<file path="src/rtl/flash_rd_arb_pkg.sv">
// Shared widths, default window bases and state/client encodings
// for the parallel-flash read arbiter.
package flash_pkg;
   localparam int FLASH_AW  = 23;
   localparam int CLIENT_AW = 20;
   localparam int DW        = 8;

   localparam logic [FLASH_AW-1:0] PRG_BASE_DEF = 23'h000000;
   localparam logic [FLASH_AW-1:0] CHR_BASE_DEF = 23'h400000;

   typedef enum logic {IDLE, WAIT} state_e;
   typedef enum logic {CL_PRG, CL_CHR} client_e;
endpackage

</file>
<file path="src/rtl/flash_rd_arb_if.sv">
// Client req/ack buses plus the flash address/data pins of the
// read arbiter, bundled for a single port connection.
interface flash_rd_arb_if
   import flash_pkg::*;
();
   logic                 i_prg_req;
   logic [CLIENT_AW-1:0] i_prg_addr;
   logic                 o_prg_ack;
   logic [DW-1:0]        o_prg_data;
   logic                 i_chr_req;
   logic [CLIENT_AW-1:0] i_chr_addr;
   logic                 o_chr_ack;
   logic [DW-1:0]        o_chr_data;
   logic [FLASH_AW-1:0]  o_flash_addr;
   logic [DW-1:0]        i_flash_q;
   logic                 o_busy;

   modport slave (
      input  i_prg_req, i_prg_addr,
      input  i_chr_req, i_chr_addr,
      input  i_flash_q,
      output o_prg_ack, o_prg_data,
      output o_chr_ack, o_chr_data,
      output o_flash_addr, o_busy
   );

   modport master (
      output i_prg_req, i_prg_addr,
      output i_chr_req, i_chr_addr,
      output i_flash_q,
      input  o_prg_ack, o_prg_data,
      input  o_chr_ack, o_chr_data,
      input  o_flash_addr, o_busy
   );
endinterface

</file>
<file path="src/rtl/flash_rd_arb.sv">
// Round-robin PRG/CHR read initiator for the asynchronous parallel
// flash: drive address, hold WAIT_CYC clocks, sample, ack the owner.
module flash_rd_arb
   import flash_pkg::*;
#(
   parameter int                  WAIT_CYC = 4,
   parameter logic [FLASH_AW-1:0] PRG_BASE = PRG_BASE_DEF,
   parameter logic [FLASH_AW-1:0] CHR_BASE = CHR_BASE_DEF
) (
   input  logic           i_clk,
   input  logic           i_rstn,
   flash_rd_arb_if.slave  bus
);

   localparam logic [0:0] S_IDLE = 1'b0;
   localparam logic [0:0] S_WAIT = 1'b1;
   localparam logic [3:0] CNT_LD = 4'(WAIT_CYC - 1);

   logic [0:0]          state;
   logic [3:0]          cnt;
   client_e             grant;
   client_e             last_grant;
   logic [FLASH_AW-1:0] faddr;
   logic                prg_ack;
   logic                chr_ack;
   logic [DW-1:0]       prg_data;
   logic [DW-1:0]       chr_data;

   logic prg_elig;
   logic chr_elig;
   logic pick_chr;

   // a client whose ack is high this cycle must not be re-granted
   assign prg_elig = bus.i_prg_req & ~prg_ack;
   assign chr_elig = bus.i_chr_req & ~chr_ack;
   assign pick_chr = chr_elig &
                     (~prg_elig | (last_grant == CL_PRG));

   always_ff @(posedge i_clk) begin
      if (!i_rstn) begin
         state      <= S_IDLE;
         cnt        <= '0;
         grant      <= CL_PRG;
         last_grant <= CL_CHR;
         faddr      <= '0;
         prg_ack    <= 1'b0;
         chr_ack    <= 1'b0;
         prg_data   <= '0;
         chr_data   <= '0;
      end else begin
         prg_ack <= 1'b0;
         chr_ack <= 1'b0;
         unique case (state)
            S_IDLE: begin
               if (prg_elig | chr_elig) begin
                  faddr <= pick_chr
                           ? (CHR_BASE | {3'b0, bus.i_chr_addr})
                           : (PRG_BASE | {3'b0, bus.i_prg_addr});
                  grant      <= pick_chr ? CL_CHR : CL_PRG;
                  last_grant <= pick_chr ? CL_CHR : CL_PRG;
                  cnt        <= CNT_LD;
                  state      <= S_WAIT;
               end
            end
            S_WAIT: begin
               if (cnt != 4'd0) begin
                  cnt <= cnt - 4'd1;
               end else begin
                  if (grant == CL_PRG) begin
                     prg_data <= bus.i_flash_q;
                     prg_ack  <= 1'b1;
                  end else begin
                     chr_data <= bus.i_flash_q;
                     chr_ack  <= 1'b1;
                  end
                  state <= S_IDLE;
               end
            end
            default: state <= S_IDLE;
         endcase
      end
   end

   assign bus.o_prg_ack    = prg_ack;
   assign bus.o_prg_data   = prg_data;
   assign bus.o_chr_ack    = chr_ack;
   assign bus.o_chr_data   = chr_data;
   assign bus.o_flash_addr = faddr;
   assign bus.o_busy       = (state != S_IDLE);

endmodule

</file>
<file path="src/flat_wrapper.sv">
// flat-port wrapper written by rule: the top's interface ports become plain ports
module flash_rd_arb_flat import flash_pkg::*;
#(
   parameter int                  WAIT_CYC = 4,
   parameter logic [FLASH_AW-1:0] PRG_BASE = PRG_BASE_DEF,
   parameter logic [FLASH_AW-1:0] CHR_BASE = CHR_BASE_DEF
)
  (i_clk, i_rstn, bus_i_prg_req, bus_i_prg_addr, bus_i_chr_req, bus_i_chr_addr, bus_i_flash_q, bus_o_prg_ack, bus_o_prg_data, bus_o_chr_ack, bus_o_chr_data, bus_o_flash_addr, bus_o_busy);
  flash_rd_arb_if bus_i ();
  input  logic i_clk;
  input  logic i_rstn;
  input wire logic [$bits(bus_i.i_prg_req)-1:0] bus_i_prg_req;
  input wire logic [$bits(bus_i.i_prg_addr)-1:0] bus_i_prg_addr;
  input wire logic [$bits(bus_i.i_chr_req)-1:0] bus_i_chr_req;
  input wire logic [$bits(bus_i.i_chr_addr)-1:0] bus_i_chr_addr;
  input wire logic [$bits(bus_i.i_flash_q)-1:0] bus_i_flash_q;
  output wire logic [$bits(bus_i.o_prg_ack)-1:0] bus_o_prg_ack;
  output wire logic [$bits(bus_i.o_prg_data)-1:0] bus_o_prg_data;
  output wire logic [$bits(bus_i.o_chr_ack)-1:0] bus_o_chr_ack;
  output wire logic [$bits(bus_i.o_chr_data)-1:0] bus_o_chr_data;
  output wire logic [$bits(bus_i.o_flash_addr)-1:0] bus_o_flash_addr;
  output wire logic [$bits(bus_i.o_busy)-1:0] bus_o_busy;
  assign bus_i.i_prg_req = bus_i_prg_req;
  assign bus_i.i_prg_addr = bus_i_prg_addr;
  assign bus_i.i_chr_req = bus_i_chr_req;
  assign bus_i.i_chr_addr = bus_i_chr_addr;
  assign bus_i.i_flash_q = bus_i_flash_q;
  assign bus_o_prg_ack = bus_i.o_prg_ack;
  assign bus_o_prg_data = bus_i.o_prg_data;
  assign bus_o_chr_ack = bus_i.o_chr_ack;
  assign bus_o_chr_data = bus_i.o_chr_data;
  assign bus_o_flash_addr = bus_i.o_flash_addr;
  assign bus_o_busy = bus_i.o_busy;
  flash_rd_arb #(.WAIT_CYC(WAIT_CYC), .PRG_BASE(PRG_BASE), .CHR_BASE(CHR_BASE)) u_core (.i_clk(i_clk), .i_rstn(i_rstn), .bus(bus_i));
endmodule
</file>
<file path="config.mk">
export PLATFORM = sky130hd
export DESIGN_NAME = flash_rd_arb_flat
export DESIGN_NICKNAME = d
export VERILOG_FILES = /design/src/rtl/flash_rd_arb_pkg.sv /design/src/rtl/flash_rd_arb_if.sv /design/src/rtl/flash_rd_arb.sv /design/src/flat_wrapper.sv
export SDC_FILE = /design/constraint.sdc
export NUM_CORES = 1
export LEC_CHECK = 0
export CAP_MARGIN = 5
export CORE_ASPECT_RATIO = 1.1
export CORE_MARGIN = 2
export CORE_UTILIZATION = 55
export DETAILED_ROUTE_END_ITERATION = 8
export DONT_BUFFER_PORTS = 1
export GPL_TIMING_DRIVEN = 0
export PLACE_DENSITY_LB_ADDON = 0.2
export SYNTH_ARGS = -nofsm -noshare
export SYNTH_HDL_FRONTEND = slang
export SYNTH_SLANG_ARGS = --single-unit
</file>
<file path="constraint.sdc">
create_clock -name i_clk -period 1.75 [get_ports i_clk]
set_input_delay 0.35 -clock i_clk [delete_from_list [all_inputs] [get_ports i_clk]]
set_output_delay 0.35 -clock i_clk [all_outputs]
set_load 0.02 [all_outputs]
</file>
=== After elaboration in Yosys (flattened, before gate mapping) ===
Cells that the tools add are included.

* Add/subtract/negate cells: 1
* Reduce and logical (&&, ||, !) cells: 6
* Equal/unequal tests: 2
* Bitwise logic cells: 13
* Multiplexer cells: 10

{| class="wikitable"
|+ Operators by type and width
! operator !! number
|-
| $mux 23 || 1
|-
| $mux 4 || 2
|-
| $not 1->1 || 8
|-
| $pmux 4 s2 || 1
|-
| $reduce_and 3->1 || 2
|-
| $mux 1 || 5
|-
| $reduce_and 2->1 || 2
|-
| $reduce_bool 4->1 || 1
|-
| $sub 4x1->4 const B || 1
|-
| $and 1x1->1 || 3
|-
| $reduce_or 3->1 || 1
|-
| $ne 2x1->1 const B || 1
|-
| $ne 2x2->1 const B || 1
|-
| $or 1x1->1 || 2
|-
| $pmux 1 s2 || 1
|}

* Output and inout bits: 42
* Input bits: 52
* Bits in registers: 48
* Logic and storage cells: 41

=== Depth between registers and ports, before layout ===
Gate-level depths: netlist of run 1.

* Depth in word-level cells: 6
* Gate-level depth with buffers: 7
* Gate-level depth less buffers: 6

=== Worst setup path before layout of run 1 ===
OpenSTA, ideal clock, no wires.

* Path kind: register to register
* From: reg u_core.state (netlist: u_core.bus.o_busy)
* To: reg u_core.prg_data[2] (netlist: u_core.bus.o_prg_data[2])
* Cell stages (with the launch flop): 7
* Path slack: 393 ps
* Arrival: 1229 ps
* Clock period less this slack: 1357 ps
* Library setup time: 128 ps
* Buffers on the path: 2
* Required time: 1622 ps
* Path through: dfxtp_1 buf_4 nand2_2 nor4_2 buf_4 mux2i_1 nor2_1

* Cells in the longest elaborated chain, start to end: 1

{| class="wikitable"
|+ RTL lines
! element !! line !! RTL
|-
| from (decl) || flash_rd_arb.sv:19 || <nowiki>logic [0:0] state;</nowiki>
|-
| from (signal assigned) || flash_rd_arb.sv:41 || <nowiki>state <= S_IDLE;</nowiki>
|-
| from (signal assigned) || flash_rd_arb.sv:62 || <nowiki>state <= S_WAIT;</nowiki>
|-
| from (signal assigned) || flash_rd_arb.sv:76 || <nowiki>state <= S_IDLE;</nowiki>
|-
| $reduce_and 3->1 (no line) || -- ||
|-
| to (signal assigned) || flash_rd_arb.sv:70 || <nowiki>prg_data <= bus.i_flash_q;</nowiki>
|-
| to (decl) || flash_rd_arb.sv:26 || <nowiki>logic [DW-1:0] prg_data;</nowiki>
|}

No other way between the ends.
A chain may end at the register's enable or synchronous reset.

=== Final worst setup path of run 1 ===
* From: reg u_core.state (netlist: u_core.bus.o_busy)
* To: reg u_core.prg_data[0] (netlist: u_core.bus.o_prg_data[0])

The elaborated chain is that of the path after synthesis.

==> results of run 1 <==
-- registers in the layout, summed over array words and instances, names as in the netlist --
register,flops
u_core.bus.o_chr_ack,1
u_core.bus.o_prg_ack,1
u_core.bus.o_chr_data,8
u_core.cnt,4
u_core.last_grant,1
u_core.bus.o_busy,1
u_core.bus.o_flash_addr,21
u_core.bus.o_prg_data,8
-- metal layers --
metal  up-vias  track usage, %  routed length [µm]
li1        735               -                   -
met1       697            21.9                1600
met2        73            41.6                2180
met3         7            7.87                 355
met4         0            8.06                  57
met5         -               0                   0
-- metrics by stage --
step           util (%)  hold WS, ns  area (µm²)
2_1_floorplan         -        0.459        1880
3_3_place_gp       58.2        0.476        1920
3_5_place_dp       58.2        0.501        1920
4_1_cts            60.2        0.112        1990
5_1_grt            60.2        0.103        1990
6_report           60.2        0.130        1990
-- layout make-up --
| cell class | instances | area [µm²] |
|---|---|---|
| sequential | 45 | 901 |
| clock inverter | 2 | 13.8 |
| multi-input combinational | 147 | 846 |
| buffer | 18 | 113 |
| inverter | 5 | 18.8 |
| tap | 36 | 45.0 |
| fill | 315 | 1320 |
| clock buffer | 6 | 51.3 |
-- critical path, stage by stage, from the launching register on --
cell and delay, ns:
dfxtp_1 0.48, buf_4 0.22, nand2_2 0.07, nor4_2 0.14, buf_4 0.24, mux2i_1 0.22
nor2_1 0.06
-- logic make-up after synthesis --
| logic type | synth area share [%] |
|---|---|
| and+or+nand+nor | 18.8 |
| other | 0.200 |
| AOI/OAI and AO/OA | 16.2 |
| DFF | 48.1 |
| buffers and inverters | 7.01 |
| muxes | 9.08 |
| adders and majority gates | 0.667 |
-- synthesized netlist by cell type --
master     n  area (µm²)
or3_1      1        6.26
buf_2      6        30.0
nor3_1     2        10.0
or2_1      1        6.26
nand3_1    1        5.00
nand4_1    1        6.26
ha_1       1        12.5
nand2_2    1        6.26
buf_6      2        22.5
nand2b_1   1        6.26
o22a_1     2        17.5
inv_1      5        18.8
buf_4      6        45.0
clkbuf_1   4        15.0
o21ai_1   20         100
a31oi_1   20         125
dfxtp_1   45         901
nor4_2     1        12.5
mux2i_1   17         170
nand3b_1   1        7.51
o221ai_1   1        8.76
nand2b_4   2        27.5
nor2b_1    2        12.5
and2_1     2        12.5
o21ai_0    2        10.0
nor2_1    20        75.1
a211oi_1   1        7.51
conb_1     1        3.75
a21oi_4    1        16.3
a21boi_2   1        11.3
o21a_1     1        7.51
nand2_1   42         158
-- report_power, final --
part | internal, mW | total (mW) | switching (mW) | leakage [nW]
Clock | 0.196 | 0.521 | 0.325 | 0.0382
Combinational | 0.145 | 0.347 | 0.202 | 0.434
Sequential | 1.11 | 1.27 | 0.155 | 0.370
-- cell usage in the layout (no fill, tap or decap), types with 2 or more instances in the layout --
master | netlist | routed
a31oi_1 | 20 | 20
and2_1 | 2 | 2
buf_2 | 6 | 6
buf_4 | 6 | 6
buf_6 | 2 | 2
clkbuf_1 | 4 | 4
clkbuf_4 | 0 | 5
conb_1 | 1 | 2
dfxtp_1 | 45 | 45
inv_1 | 5 | 5
mux2i_1 | 17 | 17
nand2_1 | 42 | 42
nand2b_4 | 2 | 2
nor2_1 | 20 | 20
nor2b_1 | 2 | 2
nor3_1 | 2 | 2
o21ai_0 | 2 | 2
o21ai_1 | 20 | 20
o22a_1 | 2 | 2
-- how the worst max path moves through the flow --
stage,from,endpoint,slack [ns]
after global routing,u_core.bus.o_busy,u_core.bus.o_prg_data[0],0.10
after CTS,u_core.bus.o_busy,u_core.bus.o_prg_data[0],0.21
after floorplan,u_core.bus.o_busy,u_core.bus.o_prg_data[2],0.39
after detailed placement,u_core.bus.o_busy,u_core.bus.o_prg_data[0],0.23
final,u_core.bus.o_busy,u_core.bus.o_prg_data[0],0.22
after global placement,u_core.bus.o_busy,u_core.bus.o_prg_data[0],0.27
==> summary.md, run 1 <==
| Metric | Value |
|---|---|
| Mean Syn Cell Area | 8.76 µm² |
| P&R area growth vs syn | 6.07% |
| Setup Crit Path Kind | flop to flop |
| TritonRoute pass-1 iters | 4 |
| GRT Resource Usage Total | 22.3% |
| IO Pins | 94 |
| Number of buffers created by CTS | 5 |
| Die area | 0.00389 mm² |
| Period minus WS final | 1.53 ns |
| Post-synthesis register bit count | 45 |
| CTS Root Buffer Type | clkbuf_4 |
| Critical Path Start Type | flop |
| Global-route wire length before repair | 6560 µm |
| DRC viols | 0 |
| N_diodes | 0 |
| Clk_lat worst skew | 0.36 ns |
| Row cnt | 22 |
| Cell area power density | 1080 mW/mm² |
| R2r endpoint | u_core.bus.o_prg_data[0] |
| Vias in the first global route | 1,535 |
| Final Non-Filler Cells | 259 |
| CTS sink cnt | 45 |
| CTS tree | built |
| Worst Path Required | 1.99 ns |
| Fin nets | 275 |
| Initial antenna violation count | 0 |
| Final setup viols | 0 |
| Number of max-cap violations | 0 |
| Mapped cell area | 0.00187 mm² |
| Peak VDD IR | 608 µV |
| Routed length per placed instance | 16.2 µm |
| Hold crit path type | input port to flop |
| Largest net degree at the start of global routing | 15 |
| Initial Util | 56.7% |
| DR iter-0 viols | 45 |
| Final Skew | 0.0114 ns |
| Synthesized netlist cell count | 214 |
| Deepest clock path buffer count | 2 |
| Die W | 59.7 µm |
| Critical path fanouts, max | 9 |
| HPWL Detailed | 3160 µm |
| CTS resizes | 0 |
| Placed Cells | 251 |
| WHS Endpoint | u_core.bus.o_flash_addr[12] |
| Status | finished, final reports clean |
| RSZ-0062 raised after global routing | false |
| H-tree level count | 2 |
| Hold Path Stages | 2 |
| Pre-CTS WS | 0.229 ns |
| Post-DRT Antenna Nets | 0 |
| Post-CTS setup buffer count | 0 |
| Final worst slack | 0.222 ns |
| Synth unique cells | 32 |
| I/O Buffers | 0 |
| Via count | 1,512 |
| GRT overflow | 0 |
| Worst-path clk slew | 0.13 ns |
| Final Hold Vio Count | 0 |
| CTS Hold Bufs | 0 |
| Setup slack, reg-to-reg | 0.22 ns |
| Vias per inst | 5.84 |
| Critical Path AT | 1.77 ns |
| Synth Warn # | 0 |
| HP Start | i_rstn |
| Fmax achieved | 655 MHz |
| Cells on worst reg2reg path | 6 |
| Routed WL | 4190 µm |
| Final setup TNS | 0 ns |
| Die Ht | 65.2 µm |
| Ratio of cells with drive above 1 in the final layout | 12.6% |
| Worst r2r src | u_core.bus.o_busy |
| Core area | 0.00330 mm² |
| Placer Congestion | 0.689 |
| P_leak | 0.842 nW |
| Pins Over Slew Limit | 0 |
| Total power | 2.14 mW |
| Crit share post-route | 87.3% |
| Register area share after synthesis | 48.1% |
| Crit end category | flop |
Power figures use the tool's default switching activity.
==> inputs of run 2 (changes only) <==
--- a/config.mk
+++ b/config.mk
@@ -12,7 +12,7 @@
 export DETAILED_ROUTE_END_ITERATION = 8
 export DONT_BUFFER_PORTS = 1
 export GPL_TIMING_DRIVEN = 0
-export PLACE_DENSITY_LB_ADDON = 0.2
+export PLACE_DENSITY = 0.71
 export SYNTH_ARGS = -nofsm -noshare
 export SYNTH_HDL_FRONTEND = slang
 export SYNTH_SLANG_ARGS = --single-unit
==> run 2 against run 1 <==
Non-clock buffer count unchanged. Global-route usage increased by 0.081 points. Sequential power about the same. Sequential share of layout area increased by 0.32 points. Final cell count unchanged. Worst setup slack got worse by 0.034 ns. Register-to-register slack got worse by 0.03 ns. Via count increased by 0.53%. Critical path depth unchanged. Critical path type unchanged. Critical endpoint unchanged. Largest power group unchanged. Highest routed layer unchanged.
==> summary.md, run 2 (synthesized netlist as in run 1, its figures left out) <==
| Metric | Value |
|---|---|
| Final setup TNS | 0 ns |
| Critical Path AT | 1.80 ns |
| Worst Hold Slack | 0.133 ns |
| RSZ-0062 raised after global routing | false |
| P_leak | 0.836 nW |
| Final Hold Vio Count | 0 |
| P&R area growth vs syn | 5.34% |
| GRT Resource Usage Total | 22.4% |
| CP max stage delay | 0.48 ns |
| Critical Path Start Type | flop |
| Vias in the first global route | 1,507 |
| IO Pins | 94 |
| Post-DRT Antenna Nets | 0 |
| Status | finished, final reports clean |
| Die Ht | 65.2 µm |
| CTS tree | built |
| Via count | 1,520 |
| Vias per inst | 5.87 |
| Fin nets | 275 |
| Core area | 0.00330 mm² |
| Number of buffers created by CTS | 5 |
| Max FFs per register | 21 |
| Initial Util | 56.7% |
| Row cnt | 22 |
| Final Skew | 0.00792 ns |
| CTS Root Buffer Type | clkbuf_4 |
| Placer Congestion | 0.679 |
| Final setup viols | 0 |
| HPWL Detailed | 3170 µm |
| Setup slack, reg-to-reg | 0.19 ns |
| TritonRoute pass-1 iters | 6 |
| CTS sink cnt | 45 |
| CTS Hold Bufs | 0 |
| Die W | 59.7 µm |
| Max Used Layer | met4 |
| Area of the multi-input gates | 846 µm² |
| Largest net degree at the start of global routing | 14 |
| Post-CTS setup buffer count | 0 |
| Met2 Wirelength | 2160 µm |
| Deepest clock path buffer count | 2 |
| Period minus WS final | 1.56 ns |
| Cell area power density | 1050 mW/mm² |
| DR iter-0 viols | 31 |
| Setup Crit Path Kind | flop to flop |
| N_diodes | 0 |
| Critical Path Most Common Cell | buf_4 |
| Crit share post-route | 89.2% |
| Initial antenna violation count | 0 |
| Worst Path Required | 1.99 ns |
| Peak VDD IR | 713 µV |
| CP cell instances | buf_4, nand2_2, nor4_2, buf_4, mux2i_1, nor2_1 |
| Die area | 0.00389 mm² |
| Ratio of cells with drive above 1 in the final layout | 12.1% |
| Placed Cells | 251 |
| DRC viols | 0 |
| Pins Over Slew Limit | 0 |
| Crit path max-delay cell type | dfxtp_1 |
| Hold crit path type | input port to flop |
| Critical path fanouts, max | 9 |
| DRT met1 WL | 1500 µm |
| H-tree level count | 2 |
| Global-route wire length before repair | 6510 µm |
| GRT overflow | 0 |
| Total power | 2.08 mW |
| CTS resizes | 0 |
| I/O Buffers | 0 |
| Routed length per placed instance | 15.9 µm |
| Fmax achieved | 640 MHz |
| Number of max-cap violations | 0 |
| Register area | 901 µm² |
| Most frequent cells in the layout | 45 x dfxtp_1, 42 x nand2_1, 20 x o21ai_1, 20 x a31oi_1, 20 x nor2_1 |
| Clk_lat worst skew | 0.35 ns |
| Final Non-Filler Cells | 259 |
| # fillers | 319 |
| Crit end category | flop |
| Buffers & Inverters on Critical Path | 2 |
| Most common library cell in the layout ignoring fill and taps | dfxtp_1 |
| Worst-path clk slew | 0.12 ns |
| Metal3 WL | 392 µm |
| Routed WL | 4120 µm |
| CP delay by family, top | flip-flops |
run 2: cell types whose count changed in the layout (fill, tap and decap cells not counted):
cell | previous run | this run
clkinv_2 | 1 | 2
clkbuf_1 | 4 | 5
clkinv_4 | 1 | 0
clkbuf_8 | 1 | 0
run 2: power breakdown:
part | internal [mW] | total (mW) | switching (mW)
Clock | 0.153 | 0.464 | 0.311
Sequential | 1.11 | 1.27 | 0.155
Combinational | 0.145 | 0.343 | 0.199
Total | 1.41 | 2.08 | 0.665
run 2: per-layer routing:
layer  GRT usage (%)  up-vias
li1                -      743
met1            21.9      697
met2            41.6       73
met3            7.48        7
met4            9.17        0
met5               0        -
run 2: worst paths after layout:
kind                          start                          end  cells past startpoint
setup / recovery  u_core.bus.o_busy     u_core.bus.o_prg_data[0]                      6
hold / removal               i_rstn  u_core.bus.o_flash_addr[12]                      2
setup reg to reg  u_core.bus.o_busy     u_core.bus.o_prg_data[0]                      6
hold reg to reg       u_core.cnt[0]                u_core.cnt[0]                      1
run 2: layout make-up:
type                       count  area share (%)
sequential                    45            45.6
clock buffer                   6            2.09
multi-input combinational    147            42.8
tap                           36            2.28
inverter                       5           0.951
clock inverter                 2           0.507
buffer                        18            5.70
run 2: through the flow:
step | worst slack, ns | util [%] | area (µm²)
2_1_floorplan | 0.393 | - | 1880
3_3_place_gp | 0.269 | 58.2 | 1920
3_5_place_dp | 0.171 | 58.2 | 1920
4_1_cts | 0.139 | 59.8 | 1970
5_1_grt | 0.0336 | 59.8 | 1970
6_report | 0.189 | 59.8 | 1970
